$ cat config.mk
export PLATFORM = sky130hd
export DESIGN_NAME = dot_product_ctrl
export DESIGN_NICKNAME = d
export VERILOG_FILES = /design/src/rtl/dot_product_pkg.sv /design/src/rtl/dot_lane_reducer.sv /design/src/rtl/dot_product_ctrl.sv
export SDC_FILE = /design/constraint.sdc
export NUM_CORES = 1
export LEC_CHECK = 0
export CAP_MARGIN = 40
export CORE_MARGIN = 2
export CORE_UTILIZATION = 53
export DETAILED_ROUTE_END_ITERATION = 6
export PLACE_DENSITY = 0.8
export SLEW_MARGIN = 20
export SYNTH_ARGS = -nofsm -noshare
export SYNTH_HDL_FRONTEND = slang
export SYNTH_SLANG_ARGS = --single-unit
$ cat constraint.sdc
create_clock -name i_clk -period 4.32 [get_ports i_clk]
set_clock_uncertainty 0.2 [all_clocks]
set_input_delay 0.864 -clock i_clk [delete_from_list [all_inputs] [get_ports i_clk]]
set_output_delay 0.864 -clock i_clk [all_outputs]
set_load 0.005 [all_outputs]
$ cat src/rtl/dot_product_pkg.sv
// Shared state encoding and width helpers for the dot-product sequencing controller.
package dot_product_pkg;

  localparam logic [2:0] StIdle   = 3'd0;
  localparam logic [2:0] StFetch  = 3'd1;
  localparam logic [2:0] StDrain  = 3'd2;
  localparam logic [2:0] StReduce = 3'd3;
  localparam logic [2:0] StDone   = 3'd4;

  // Reduced sum of para_deg lanes of 2*data_width bits never overflows this width.
  function automatic int unsigned calc_out_w(input int unsigned dw, input int unsigned pd);
    return 2 * dw + $clog2(pd);
  endfunction

endpackage

$ cat src/rtl/dot_lane_reducer.sv
// Lane snapshot buffer plus serial adder folding one lane per step into the scalar sum.
module dot_lane_reducer #(
  parameter int unsigned data_width = 8,
  parameter int unsigned para_deg   = 4,
  parameter int unsigned out_w      = 18,
  parameter int unsigned sel_w      = 2
) (
  input  logic                           i_clk,
  input  logic                           i_rst_n,
  input  logic                           i_clear,
  input  logic                           i_capture,
  input  logic                           i_step,
  input  logic [sel_w-1:0]               i_sel,
  input  logic [para_deg*2*data_width-1:0] i_lanes,
  output logic [out_w-1:0]               o_sum
);

  localparam int unsigned LANE_W = 2 * data_width;

  logic [para_deg*LANE_W-1:0] r_lanes;
  logic [out_w-1:0]           r_sum;
  logic [LANE_W-1:0]          w_lane;

  assign w_lane = r_lanes[i_sel*LANE_W +: LANE_W];
  assign o_sum  = r_sum;

  always_ff @(posedge i_clk or negedge i_rst_n) begin
    if (!i_rst_n) begin
      r_lanes <= '0;
    end else if (i_capture) begin
      r_lanes <= i_lanes;
    end
  end

  always_ff @(posedge i_clk or negedge i_rst_n) begin
    if (!i_rst_n) begin
      r_sum <= '0;
    end else if (i_clear) begin
      r_sum <= '0;
    end else if (i_step) begin
      r_sum <= r_sum + out_w'(w_lane);
    end
  end

endmodule

$ cat src/rtl/dot_product_ctrl.sv
// Sequences operand fetch for the MAC PE group, snapshots final lane values and
// reduces them serially into one dot product.
module dot_product_ctrl
  import dot_product_pkg::*;
#(
  parameter int unsigned data_width = 8,
  parameter int unsigned para_deg   = 4,
  parameter int unsigned addr_width = 8,
  localparam int unsigned OUT_W     = calc_out_w(data_width, para_deg)
) (
  input  logic                             i_clk,
  input  logic                             i_rst_n,
  input  logic                             i_start,
  input  logic [addr_width:0]              i_len,
  output logic                             o_busy,
  output logic                             o_done,
  output logic                             o_rd_en,
  output logic [addr_width-1:0]            o_rd_addr,
  output logic                             o_pe_load_old,
  input  logic [para_deg*2*data_width-1:0] i_pe_result,
  output logic [OUT_W-1:0]                 o_dot_out,
  output logic                             o_dot_valid
);

  localparam int unsigned CNT_W = addr_width + 1;
  localparam int unsigned SEL_W = (para_deg > 1) ? $clog2(para_deg) : 1;

  logic [2:0]       r_state, w_state_d;
  logic [CNT_W-1:0] r_len;
  logic [CNT_W-1:0] r_cnt, w_cnt_d;
  logic             r_pe_load_old;

  logic w_accept, w_fetch_last, w_drain_last, w_reduce_last;
  logic w_rd_en, w_capture, w_step;
  logic [addr_width-1:0] w_rd_addr;

  assign w_accept      = (r_state == StIdle) && i_start;
  assign w_fetch_last  = (r_cnt == r_len - CNT_W'(1));
  assign w_drain_last  = (r_cnt == CNT_W'(1));
  assign w_reduce_last = (r_cnt == CNT_W'(para_deg - 1));

  assign w_rd_en   = (r_state == StFetch);
  assign w_rd_addr = w_rd_en ? r_cnt[addr_width-1:0] : '0;
  // Last DRAIN cycle is the only one where the PE register holds the final sums.
  assign w_capture = (r_state == StDrain) && w_drain_last;
  assign w_step    = (r_state == StReduce);

  always_comb begin
    w_state_d = r_state;
    w_cnt_d   = r_cnt;
    case (r_state)
      StIdle: begin
        if (i_start) begin
          w_cnt_d   = '0;
          w_state_d = (i_len == '0) ? StDone : StFetch;
        end
      end
      StFetch: begin
        if (w_fetch_last) begin
          w_cnt_d   = '0;
          w_state_d = StDrain;
        end else begin
          w_cnt_d = r_cnt + CNT_W'(1);
        end
      end
      StDrain: begin
        if (w_drain_last) begin
          w_cnt_d   = '0;
          w_state_d = StReduce;
        end else begin
          w_cnt_d = r_cnt + CNT_W'(1);
        end
      end
      StReduce: begin
        if (w_reduce_last) begin
          w_cnt_d   = '0;
          w_state_d = StDone;
        end else begin
          w_cnt_d = r_cnt + CNT_W'(1);
        end
      end
      StDone: begin
        w_cnt_d   = '0;
        w_state_d = StIdle;
      end
      default: begin
        w_cnt_d   = '0;
        w_state_d = StIdle;
      end
    endcase
  end

  always_ff @(posedge i_clk or negedge i_rst_n) begin
    if (!i_rst_n) begin
      r_state       <= StIdle;
      r_cnt         <= '0;
      r_len         <= '0;
      r_pe_load_old <= 1'b0;
    end else begin
      r_state       <= w_state_d;
      r_cnt         <= w_cnt_d;
      r_pe_load_old <= w_rd_en && (w_rd_addr != '0);
      if (w_accept) begin
        r_len <= i_len;
      end
    end
  end

  dot_lane_reducer #(
    .data_width (data_width),
    .para_deg   (para_deg),
    .out_w      (OUT_W),
    .sel_w      (SEL_W)
  ) u_reducer (
    .i_clk     (i_clk),
    .i_rst_n   (i_rst_n),
    .i_clear   (w_accept),
    .i_capture (w_capture),
    .i_step    (w_step),
    .i_sel     (r_cnt[SEL_W-1:0]),
    .i_lanes   (i_pe_result),
    .o_sum     (o_dot_out)
  );

  assign o_busy        = (r_state != StIdle);
  assign o_done        = (r_state == StDone);
  assign o_dot_valid   = o_done;
  assign o_rd_en       = w_rd_en;
  assign o_rd_addr     = w_rd_addr;
  assign o_pe_load_old = r_pe_load_old;

endmodule

==> results of run 1 <==
Yosys cell counts, types with 5 or more instances:
cell | n | share of area
a21oi_1 | 16 | 0.014
and2_1 | 11 | 0.012
buf_1 | 5 | 0.0033
buf_2 | 6 | 0.0053
clkbuf_1 | 14 | 0.0093
dfrtp_1 | 104 | 0.46
ha_1 | 19 | 0.042
inv_1 | 12 | 0.0080
mux2_2 | 64 | 0.13
mux4_2 | 16 | 0.064
nand2_1 | 45 | 0.030
nand2b_1 | 5 | 0.0055
nand3_1 | 24 | 0.021
nor2_1 | 21 | 0.014
nor2b_1 | 8 | 0.0088
nor3_1 | 11 | 0.0097
o21a_1 | 7 | 0.0093
o21ai_0 | 30 | 0.027
xnor2_1 | 9 | 0.014
xor2_1 | 14 | 0.022
through the flow:
stage / cell area (um^2) / hold slack (ps) / power (mW) / worst slack [ps] / std cells
floorplan: 5660 / 263 / 3.97 / 616 / 501
global route: 7040 / 322 / 5.86 / 410 / 740
global placement: 6840 / 285 / 4.65 / 819 / 723
finish: 7040 / 290 / 5.43 / 739 / 740
detailed placement: 6850 / 285 / 4.83 / 730 / 724
CTS: 7040 / 301 / 5.43 / 710 / 740
routing by layer:
metal,track usage,up-vias
li1,-,2008
met1,0.310,2122
met2,0.405,134
met3,0.0460,23
met4,0.0842,0
met5,0,-
cells by family (layout without fill, tap and decap cells):
family                   Yosys count  after routing  share of synthesized area
flip-flops                       104            104                      0.459
buffers and inverters             38            141                     0.0272
XOR/XNOR                          23             23                     0.0356
AO/OA/AOI/OAI                     87             87                      0.105
AND/OR/NAND/NOR                  145            145                      0.129
multiplexers                      84             84                      0.198
adder cells (fa/ha/maj)           20             20                     0.0455
worst max-delay path, stage by stage (launching register included):
cell and delay, ps:
dfrtp_1 700, mux4_2 590, ha_1 210, inv_1 70, fa_1 170, nor2b_1 60, o21a_1 170, o21ai_0 360
a211oi_1 200, or4_1 430, o21bai_1 170, mux2i_1 190
where the power goes:
part | leakage, nW | switching [mW] | total (mW) | internal (mW)
sequential | 1.27 | 0.382 | 1.82 | 1.44
clock | 0.0957 | 0.370 | 0.596 | 0.226
combinational | 1.56 | 1.44 | 3.01 | 1.57
total | 2.93 | 2.20 | 5.43 | 3.23
final cells by class:
| type | instances | area [um^2] | area share |
|---|---|---|---|
| Sequential cell | 104 | 2600 | 0.370 |
| Timing Repair Buffer | 113 | 1120 | 0.159 |
| Tap cell | 136 | 170 | 0.0242 |
| Clock inverter | 6 | 57.6 | 0.00818 |
| Clock buffer | 10 | 128 | 0.0181 |
| Multi-Input combinational cell | 359 | 2910 | 0.414 |
| Inverter | 12 | 45.0 | 0.00640 |
worst min-delay path by stage:
stage / slack [ps] / to / startpoint / cells past startpoint
6_report: 290 / u_reducer.o_sum[17]$_DFFE_PN0P_ / u_reducer.o_sum[17]$_DFFE_PN0P_ / 1
5_1_grt: 320 / u_reducer.r_lanes[57]$_DFFE_PN0P_ / u_reducer.r_lanes[57]$_DFFE_PN0P_ / 1
4_1_cts: 300 / u_reducer.o_sum[17]$_DFFE_PN0P_ / u_reducer.o_sum[17]$_DFFE_PN0P_ / 1
3_5_place_dp: 290 / u_reducer.o_sum[17]$_DFFE_PN0P_ / u_reducer.o_sum[17]$_DFFE_PN0P_ / 1
3_3_place_gp: 290 / u_reducer.r_lanes[4]$_DFFE_PN0P_ / u_reducer.r_lanes[4]$_DFFE_PN0P_ / 1
2_1_floorplan: 260 / r_len[7]$_DFFE_PN0P_ / r_len[7]$_DFFE_PN0P_ / 2
flip-flops by register name (all words and copies together), names as in the netlist:
signal,count
u_reducer.r_lanes,64
o_pe_load_old,1
u_reducer.o_sum,18
r_state,3
r_cnt,9
r_len,9
==> run_results.csv, run 1 <==
group,metric,value,unit
power_and_ir_drop,irDropWorstVdd,0.355,mV
worst_setup_path,arrival,3680,ps
yosys,synth-seq-cells,104,
global_route,grt_pass1_vias,4430,
worst_setup_path,cp-start-kind,"flip-flop",
timing,rsz0062_at_grt,"no",
timing,setup-tns-final,0,ps
drt,via_count,4287,
place,hpwl,9730,um
timing,setup_viol,0,
timing,fin_crit_sh,0.829,
layout,layout_common_cells,"clkdlybuf4s50_1 (105), dfrtp_1 (104), mux2_2 (64)",
worst_setup_path,cp-end-kind,"flip-flop",
run_status,status,"finished, final reports clean",
timing,post-route-min-period,3580,ps
floorplanning,fp-row-count,37,
floorplanning,die_area,11500,um^2
global_route,grt_antenna_before_repair,0,
drt,drtIter0Drc,251,
drt,wl_per_cell,17.5,um
worst_setup_path,path_class,"reg -> reg",
worst_setup_path,crit_path_end,"u_reducer.o_sum[16]$_DFFE_PN0P_",
clocking,cts.path.max_buffers,2,
yosys,yosys_warnings,0,
layout,antenna_cells,0,
timing,finalHoldViolCount,0,
floorplanning,initial_core_util,0.546,
clocking,path_clk_slew,120,ps
layout,utilization,0.678,
place,port_buffers,106,
drt,drt-met1-wl,5650,um
global_route,grt_max_degree,65,
clocking,numCtsBuffers,9,
drt,drtAntennaViolNets,0,
worst_setup_path,crit_required,4420,ps
clocking,insertion_delay,380,ps
global_route,grt_pass1_wl,21500,um
worst_setup_path,r2r_slack,740,ps
run,maxCapViolCount,0,
layout,num-fill-cells,794,
yosys,syn_inst,501,
worst_hold_path,hold_path.class,"reg -> reg",
drt,dr.pass1.iters,4,
drt,drt-total-wl,12900,um
worst_setup_path,r2r_cells,11,
floorplanning,core_area,10400,um^2
timing,worst_pin_slew,819,ps
clocking,cts.repair.resized,0,
yosys,syn_nets,597,
global_route,grt_use_total,0.240,
yosys,synth_cell_type_count,57,
clocking,post-cts-setup-buffer-count,0,
drt,wl_met2,6380,um
floorplanning,dieWidth,107,um
power_and_ir_drop,p_leak,2.93,nW
drt,via_per_inst,5.79,
drt,maxUsedRoutingLayer,"met4",
clocking,tritoncts,"built",
place,gp_congestion,0.859,
clocking,cts_root_buf,"clkbuf_8",
yosys,synthArstFlopShare,1.00,
yosys,synth_edf_count,0,
layout,area_delta_synth_final,24.2,%
yosys,ys.flop_type,"dfrtp_1",
worst_setup_path,crit-reg2reg-launch,"r_cnt[0]$_DFFE_PN0N_",
worst_setup_path,crit_start,"r_cnt[0]$_DFFE_PN0N_",
timing,fmax,0.279,GHz
global_route,gr-total-overflow,0,
yosys,syn_area,5660,um^2
floorplanning,chipHeight,107,um
floorplanning,io_pins,107,
worst_setup_path,crit_path_max_fanout,10,
layout,drive_gt1_frac,0.190,
timing,relSlewSlack,0.454,
clocking,hold_buffers,0,
worst_setup_path,worst_r2r_endpoint,"u_reducer.o_sum[16]$_DFFE_PN0P_",
yosys,avgSynthCellArea,11.3,um^2
timing,slew_viol_final,0,
layout,nNetsFinal,695,
power_and_ir_drop,p_per_area,771,nW/um^2
layout,final_common_cell,"clkdlybuf4s50_1",
clocking,cts-htree-levels,3,
drt,route.detailed.drc,0,
drt,dr_wl_met3,692,um
clocking,cts_num_sinks,104,
yosys,yosysSeqAreaShare,0.459,
(Power assumes the default switching activity.)
==> run 2: changes to the inputs <==
--- a/config.mk
+++ b/config.mk
@@ -7,9 +7,9 @@
 export LEC_CHECK = 0
 export CAP_MARGIN = 40
 export CORE_MARGIN = 2
-export CORE_UTILIZATION = 53
+export CORE_UTILIZATION = 48
 export DETAILED_ROUTE_END_ITERATION = 6
-export PLACE_DENSITY = 0.8
+export PLACE_DENSITY = 0.76
 export SLEW_MARGIN = 20
 export SYNTH_ARGS = -nofsm -noshare
 export SYNTH_HDL_FRONTEND = slang
==> constraint.sdc (replaced) <==
create_clock -name i_clk -period 3 [get_ports i_clk]
set_clock_uncertainty 0.2 [all_clocks]
set_input_delay 0.6 -clock i_clk [delete_from_list [all_inputs] [get_ports i_clk]]
set_output_delay 0.6 -clock i_clk [all_outputs]
set_load 0.005 [all_outputs]
==> run_results.csv, run 2 (synthesized netlist as in run 1, its figures left out) <==
group,metric,value,unit
drt,route.detailed.drc,0,
worst_setup_path,cp-start-kind,"flip-flop",
timing,finalHoldViolCount,1,
power_and_ir_drop,p_per_area,1210,nW/um^2
clocking,numCtsBuffers,9,
worst_setup_path,cp-end-kind,"flip-flop",
layout,largest_reg_flops,64,
timing,post-route-min-period,3240,ps
place,hpwl,10300,um
drt,drt-total-wl,14400,um
clocking,tritoncts,"built",
global_route,grt_pass1_wl,23500,um
clocking,cts_root_buf,"clkbuf_16",
clocking,cts.path.max_buffers,2,
timing,holdWs,-1.85,ps
clocking,cts_num_sinks,104,
clocking,cts-htree-levels,3,
drt,drtAntennaViolNets,0,
worst_setup_path,crit_path_max_fanout,6,
timing,rsz0062_at_grt,"yes",
place,gp_congestion,0.927,
layout,regMostFlops,"u_reducer.r_lanes",
layout,final_common_cell,"clkdlybuf4s50_1",
floorplanning,dieWidth,113,um
timing,fin_crit_sh,1.08,
floorplanning,initial_core_util,0.494,
floorplanning,core_area,11500,um^2
global_route,gr-total-overflow,0,
layout,layout_common_cells,"clkdlybuf4s50_1 (105), dfrtp_1 (103), mux2_2 (64)",
layout,drive_gt1_frac,0.271,
timing,slew_viol_final,0,
worst_setup_path,crit_required,3070,ps
power_and_ir_drop,p_leak,3.17,nW
worst_setup_path,arrival,3310,ps
global_route,grt_antenna_before_repair,0,
worst_hold_path,hold_path.class,"in -> async",
timing,relSlewSlack,0.592,
worst_setup_path,path_class,"reg -> reg",
global_route,grt_max_degree,39,
power_and_ir_drop,p_total,9.21,mW
layout,fin_cells,781,
layout,antenna_cells,0,
run_status,violations,"negative hold slack, negative setup slack",
timing,fin_ws,-245,ps
drt,wl_per_cell,18.5,um
global_route,grt_use_total,0.235,
floorplanning,fp-row-count,39,
drt,via_per_inst,5.83,
layout,nNetsFinal,729,
drt,via_count,4555,
floorplanning,die_area,12700,um^2
place,port_buffers,106,
clocking,path_clk_slew,70,ps
drt,dr.pass1.iters,5,
floorplanning,chipHeight,113,um
timing,setup_viol,9,
timing,fmax,0.308,GHz
layout,area_delta_synth_final,34.4,%
global_route,grt_pass1_vias,4747,
drt,drtIter0Drc,360,
run,maxCapViolCount,0,
place,dp.cells,753,
timing,worst_pin_slew,610,ps
run_status,status,"finished with violations",
power_and_ir_drop,irDropWorstVdd,0.766,mV
clocking,insertion_delay,360,ps
floorplanning,io_pins,107,
==> run 2: cell type report <==
| type | instances | area, um^2 |
|---|---|---|
| clock buffer | 9 | 225 |
| clock inverter | 7 | 67.6 |
| fill | 835 | 3850 |
| inverter | 12 | 45.0 |
| multi-input combinational | 359 | 3060 |
| sequential | 104 | 2600 |
| tap | 143 | 179 |
| timing repair buffer | 147 | 1430 |
==> run 2: final timing paths <==
kind | to | slack (ps) | cells past startpoint | startpoint
max | u_reducer.o_sum[14]$_DFFE_PN0P_ | -240 | 12 | r_cnt[0]$_DFFE_PN0N_
min | r_len[3]$_DFFE_PN0P_ | -2 | 1 | i_rst_n
max reg2reg | u_reducer.o_sum[14]$_DFFE_PN0P_ | -240 | 12 | r_cnt[0]$_DFFE_PN0N_
min reg2reg | u_reducer.r_lanes[34]$_DFFE_PN0P_ | 310 | 1 | u_reducer.r_lanes[34]$_DFFE_PN0P_
max in group asynchronous | u_reducer.r_lanes[22]$_DFFE_PN0P_ | 1830 | 2 | i_rst_n
min in group i_clk | u_reducer.r_lanes[34]$_DFFE_PN0P_ | 310 | 1 | u_reducer.r_lanes[34]$_DFFE_PN0P_
==> run 2: repair_timing <==
action,CTS,global route
resized for setup,8,19
pin swaps,8,10
setup buffers,6,7
hold buffers,0,0
gates cloned,1,0
endpoints found under the setup margin,12,17
==> run 2: worst max-delay path, cell delays in order (launching register included) <==
cell      delay, ps
dfrtp_2         430
buf_12          140
mux4_2          530
ha_4            180
inv_2            60
fa_2            240
nor2b_2          70
o21a_1          200
o21ai_2         160
a211oi_2        110
o41a_1          460
o21a_1          180
o31ai_1         180
==> run 2: per-layer routing <==
metal,part of all wire,wire length (um),GRT usage,vias up
met5,0,0,0,-
met4,0.029,424,0.0984,0
met3,0.061,877,0.0643,40
met2,0.49,7030,0.387,169
met1,0.42,6090,0.292,2264
li1,-,-,-,2082
==> run 2: power by group <==
part / internal, mW / leakage [nW] / total, mW / switching, mW
clock: 0.581 / 0.138 / 1.15 / 0.565
sequential: 2.08 / 1.27 / 2.63 / 0.557
combinational: 2.93 / 1.75 / 5.43 / 2.51
==> run 2: metrics by stage <==
| step | utilization | setup TNS [ps] | area [um^2] | setup WS (ps) |
|---|---|---|---|---|
| floorplan | - | -91.6 | 5740 | -65.5 |
| global placement | 0.620 | -94.5 | 7110 | -45.4 |
| detailed placement | 0.620 | -514 | 7110 | -163 |
| CTS | 0.655 | -519 | 7510 | -151 |
| global route | 0.664 | -1700 | 7610 | -326 |
| finish | 0.664 | -859 | 7610 | -245 |
==> run 3: changes to the inputs <==
--- a/config.mk
+++ b/config.mk
@@ -5,6 +5,7 @@
 export SDC_FILE = /design/constraint.sdc
 export NUM_CORES = 1
 export LEC_CHECK = 0
+export ABC_AREA = 1
 export CAP_MARGIN = 40
 export CORE_MARGIN = 2
 export CORE_UTILIZATION = 48
==> run_results.csv, run 3 <==
group,metric,value,unit
run_status,status,"finished, final reports clean",
clocking,tritoncts,"built",
drt,drtIter0Drc,291,
yosys,syn_inst,668,
clocking,insertion_delay,350,ps
yosys,synth-seq-cells,104,
yosys,synth_edf_count,0,
layout,antenna_cells,0,
yosys,synthArstFlopShare,1.00,
power_and_ir_drop,p_per_area,388,nW/um^2
place,dp.cells,932,
drt,wl_per_cell,16.2,um
layout,num-fill-cells,1039,
worst_hold_path,hold_path.class,"in -> async",
worst_setup_path,crit_required,3040,ps
worst_setup_path,cp_slowest_cell,"fa_1",
clocking,cts-htree-levels,3,
worst_setup_path,cp-end-kind,"flip-flop",
global_route,gr-total-overflow,0,
power_and_ir_drop,p_leak,3.68,nW
drt,via_per_inst,5.31,
floorplanning,die_area,13400,um^2
floorplanning,core_area,12100,um^2
worst_setup_path,cp_cell_sequence,"buf_6 > o21ai_0 > o22ai_1 > ha_2 > inv_1 > fa_1 > o21ai_2 > a21oi_1 > o21ai_2 > nand2_1 > nand2_1 > nand2_1 > nand3_1 > nand2_1",
drt,dr.pass1.iters,6,
timing,setup-tns-final,0,ps
floorplanning,chipHeight,116,um
worst_setup_path,crit_path_max_fanout,9,
power_and_ir_drop,clkPwrFrac,0.394,
yosys,ys.flop_type,"dfrtp_1",
clocking,path_clk_slew,70,ps
drt,drt-total-wl,15400,um
yosys,synth.top_cells.by_count,"nand2_1 (138), dfrtp_1 (104), nor2_1 (91)",
timing,finalHoldViolCount,0,
layout,drive_gt1_frac,0.138,
power_and_ir_drop,combPwrFrac,0.106,
worst_setup_path,critical_path.max_stage_delay,410,ps
yosys,synthMostInstantiatedCell,"nand2_1",
layout,layout_common_cells,"nand2_1 (138), clkdlybuf4s50_1 (105), dfrtp_1 (104)",
global_route,grt_use_total,0.242,
layout,nNetsFinal,874,
yosys,yosysSeqAreaShare,0.433,
power_and_ir_drop,p_switching,0.676,mW
floorplanning,fp-row-count,40,
drt,via_count,5046,
global_route,grt_antenna_before_repair,0,
worst_setup_path,r2r_cells,14,
timing,slew_viol_final,0,
worst_setup_path,arrival,2860,ps
worst_setup_path,cp-start-kind,"flip-flop",
power_and_ir_drop,seqPwrFrac,0.500,
yosys,syn_nets,764,
yosys,yosysTopAreaCellShare,0.433,
timing,post-route-min-period,2820,ps
worst_setup_path,path_class,"reg -> reg",
global_route,grt_pass1_vias,5047,
yosys,netlist_top_cells_area,"dfrtp_1 (43%), mux2_4 (13%), nand2_1 (8.6%), nor2_1 (5.7%), o21ai_0 (4.2%)",
drt,route.detailed.drc,0,
power_and_ir_drop,switching_share,0.229,
layout,area_delta_synth_final,26.4,%
yosys,avgSynthCellArea,9.01,um^2
worst_setup_path,crit_buf_inv,2,
timing,worst_pin_slew,590,ps
worst_setup_path,path_common_cell,"nand2_1",
timing,fmax,0.355,GHz
layout,fin_cells,950,
clocking,numCtsBuffers,9,
clocking,cts.path.max_buffers,2,
timing,fin_crit_sh,0.940,
layout,largest_reg_flops,64,
place,gp_congestion,0.960,
global_route,grt_pass1_wl,25100,um
worst_setup_path,critical-path-top-delay-family,"compound AO/OA/AOI/OAI gates",
layout,regMostFlops,"u_reducer.r_lanes",
power_and_ir_drop,p_int,2.27,mW
yosys,synth_cell_type_count,39,
global_route,grt_max_degree,65,
timing,relSlewSlack,0.607,
yosys,yosysTopAreaCell,"dfrtp_1",
place,hpwl,11700,um
worst_setup_path,r2r_slack,180,ps
floorplanning,io_pins,107,
floorplanning,initial_core_util,0.497,
drt,drtAntennaViolNets,0,
yosys,syn_area,6020,um^2
clocking,cts_root_buf,"clkbuf_16",
layout,final_common_cell,"nand2_1",
power_and_ir_drop,irDropWorstVdd,0.354,mV
place,port_buffers,106,
clocking,cts_num_sinks,104,
worst_setup_path,crit_cells,14,
floorplanning,dieWidth,116,um
timing,setup_viol,0,
yosys,yosys_warnings,0,
run,maxCapViolCount,0,
-- run 3: changes by cell type after synthesis, moves of 14 or more --
cell,delta
nor2_1,+70
inv_1,+33
mux2_4,+54
mux2_2,-58
o22ai_1,+14
o21ai_0,+20
nand2_1,+93
a21oi_1,+16
mux4_2,-16
-- run 3: area by class of cell --
cell class | count | area [um^2] | area share
Tap cell | 168 | 210 | 0.0276
Sequential cell | 104 | 2600 | 0.342
Clock buffer | 11 | 233 | 0.0306
Inverter | 55 | 208 | 0.0273
Clock inverter | 4 | 55.1 | 0.00724
Multi-Input combinational cell | 487 | 3070 | 0.404
Timing Repair Buffer | 121 | 1220 | 0.161
-- run 3: kinds of logic (layout without fill, tap and decap cells) --
kind of cell,after synthesis,in the layout,synth area share
xor+xnor,13,13,0.0189
simple gates,276,276,0.190
flops,104,104,0.433
fa+ha+maj,20,20,0.0428
mux,66,66,0.157
compound gates,112,112,0.100
buf+inv,77,191,0.0582
-- run 3: per-layer routing --
| metal | part of all wire | wire [um] | vias to the layer above | global-route usage |
|---|---|---|---|---|
| met5 | 0 | 0 | - | 0 |
| met4 | 0.027 | 412 | 0 | 0.0897 |
| met3 | 0.080 | 1240 | 32 | 0.0654 |
| met2 | 0.45 | 7000 | 213 | 0.377 |
| met1 | 0.44 | 6740 | 2360 | 0.325 |
| li1 | - | - | 2441 | - |
-- run 3: what timing repair did --
item                                   CTS  global route
endpoints found under the hold margin    0             0
buffers inserted                         0             3
resized for setup                        0             5
setup endpoints to repair                0             8
hold buffers                             0             0
-- run 3: through the flow --
stage	hold WS (ps)	util	area, um^2	worst slack [ps]	power [mW]
2_1_floorplan	104	-	6020	100	1.63
3_3_place_gp	278	0.600	7270	286	1.80
3_5_place_dp	293	0.600	7270	133	1.81
4_1_cts	58.1	0.624	7560	110	2.97
5_1_grt	82.5	0.628	7610	-0.799	3.05
6_report	43.3	0.628	7610	181	2.95
-- run 3: final timing paths --
kind                                                      to                               from
max                          u_reducer.o_sum[12]$_DFFE_PN0P_               r_cnt[0]$_DFFE_PN0N_
min                         u_reducer.r_lanes[5]$_DFFE_PN0P_                            i_rst_n
max reg2reg                  u_reducer.o_sum[12]$_DFFE_PN0P_               r_cnt[0]$_DFFE_PN0N_
min reg2reg                u_reducer.r_lanes[44]$_DFFE_PN0P_  u_reducer.r_lanes[44]$_DFFE_PN0P_
max in group asynchronous  u_reducer.r_lanes[12]$_DFFE_PN0P_                            i_rst_n
min in group i_clk         u_reducer.r_lanes[44]$_DFFE_PN0P_  u_reducer.r_lanes[44]$_DFFE_PN0P_
-- run 3: power groups by stage --
| stage | sequential (mW) | clock [mW] | combinational, mW |
|---|---|---|---|
| finish | 1.47 | 1.16 | 0.313 |
| global route | 1.48 | 1.23 | 0.344 |
| CTS | 1.47 | 1.18 | 0.313 |
| detailed placement | 1.50 | 0 | 0.311 |
| global placement | 1.50 | 0 | 0.302 |
| floorplan | 1.49 | 0 | 0.142 |
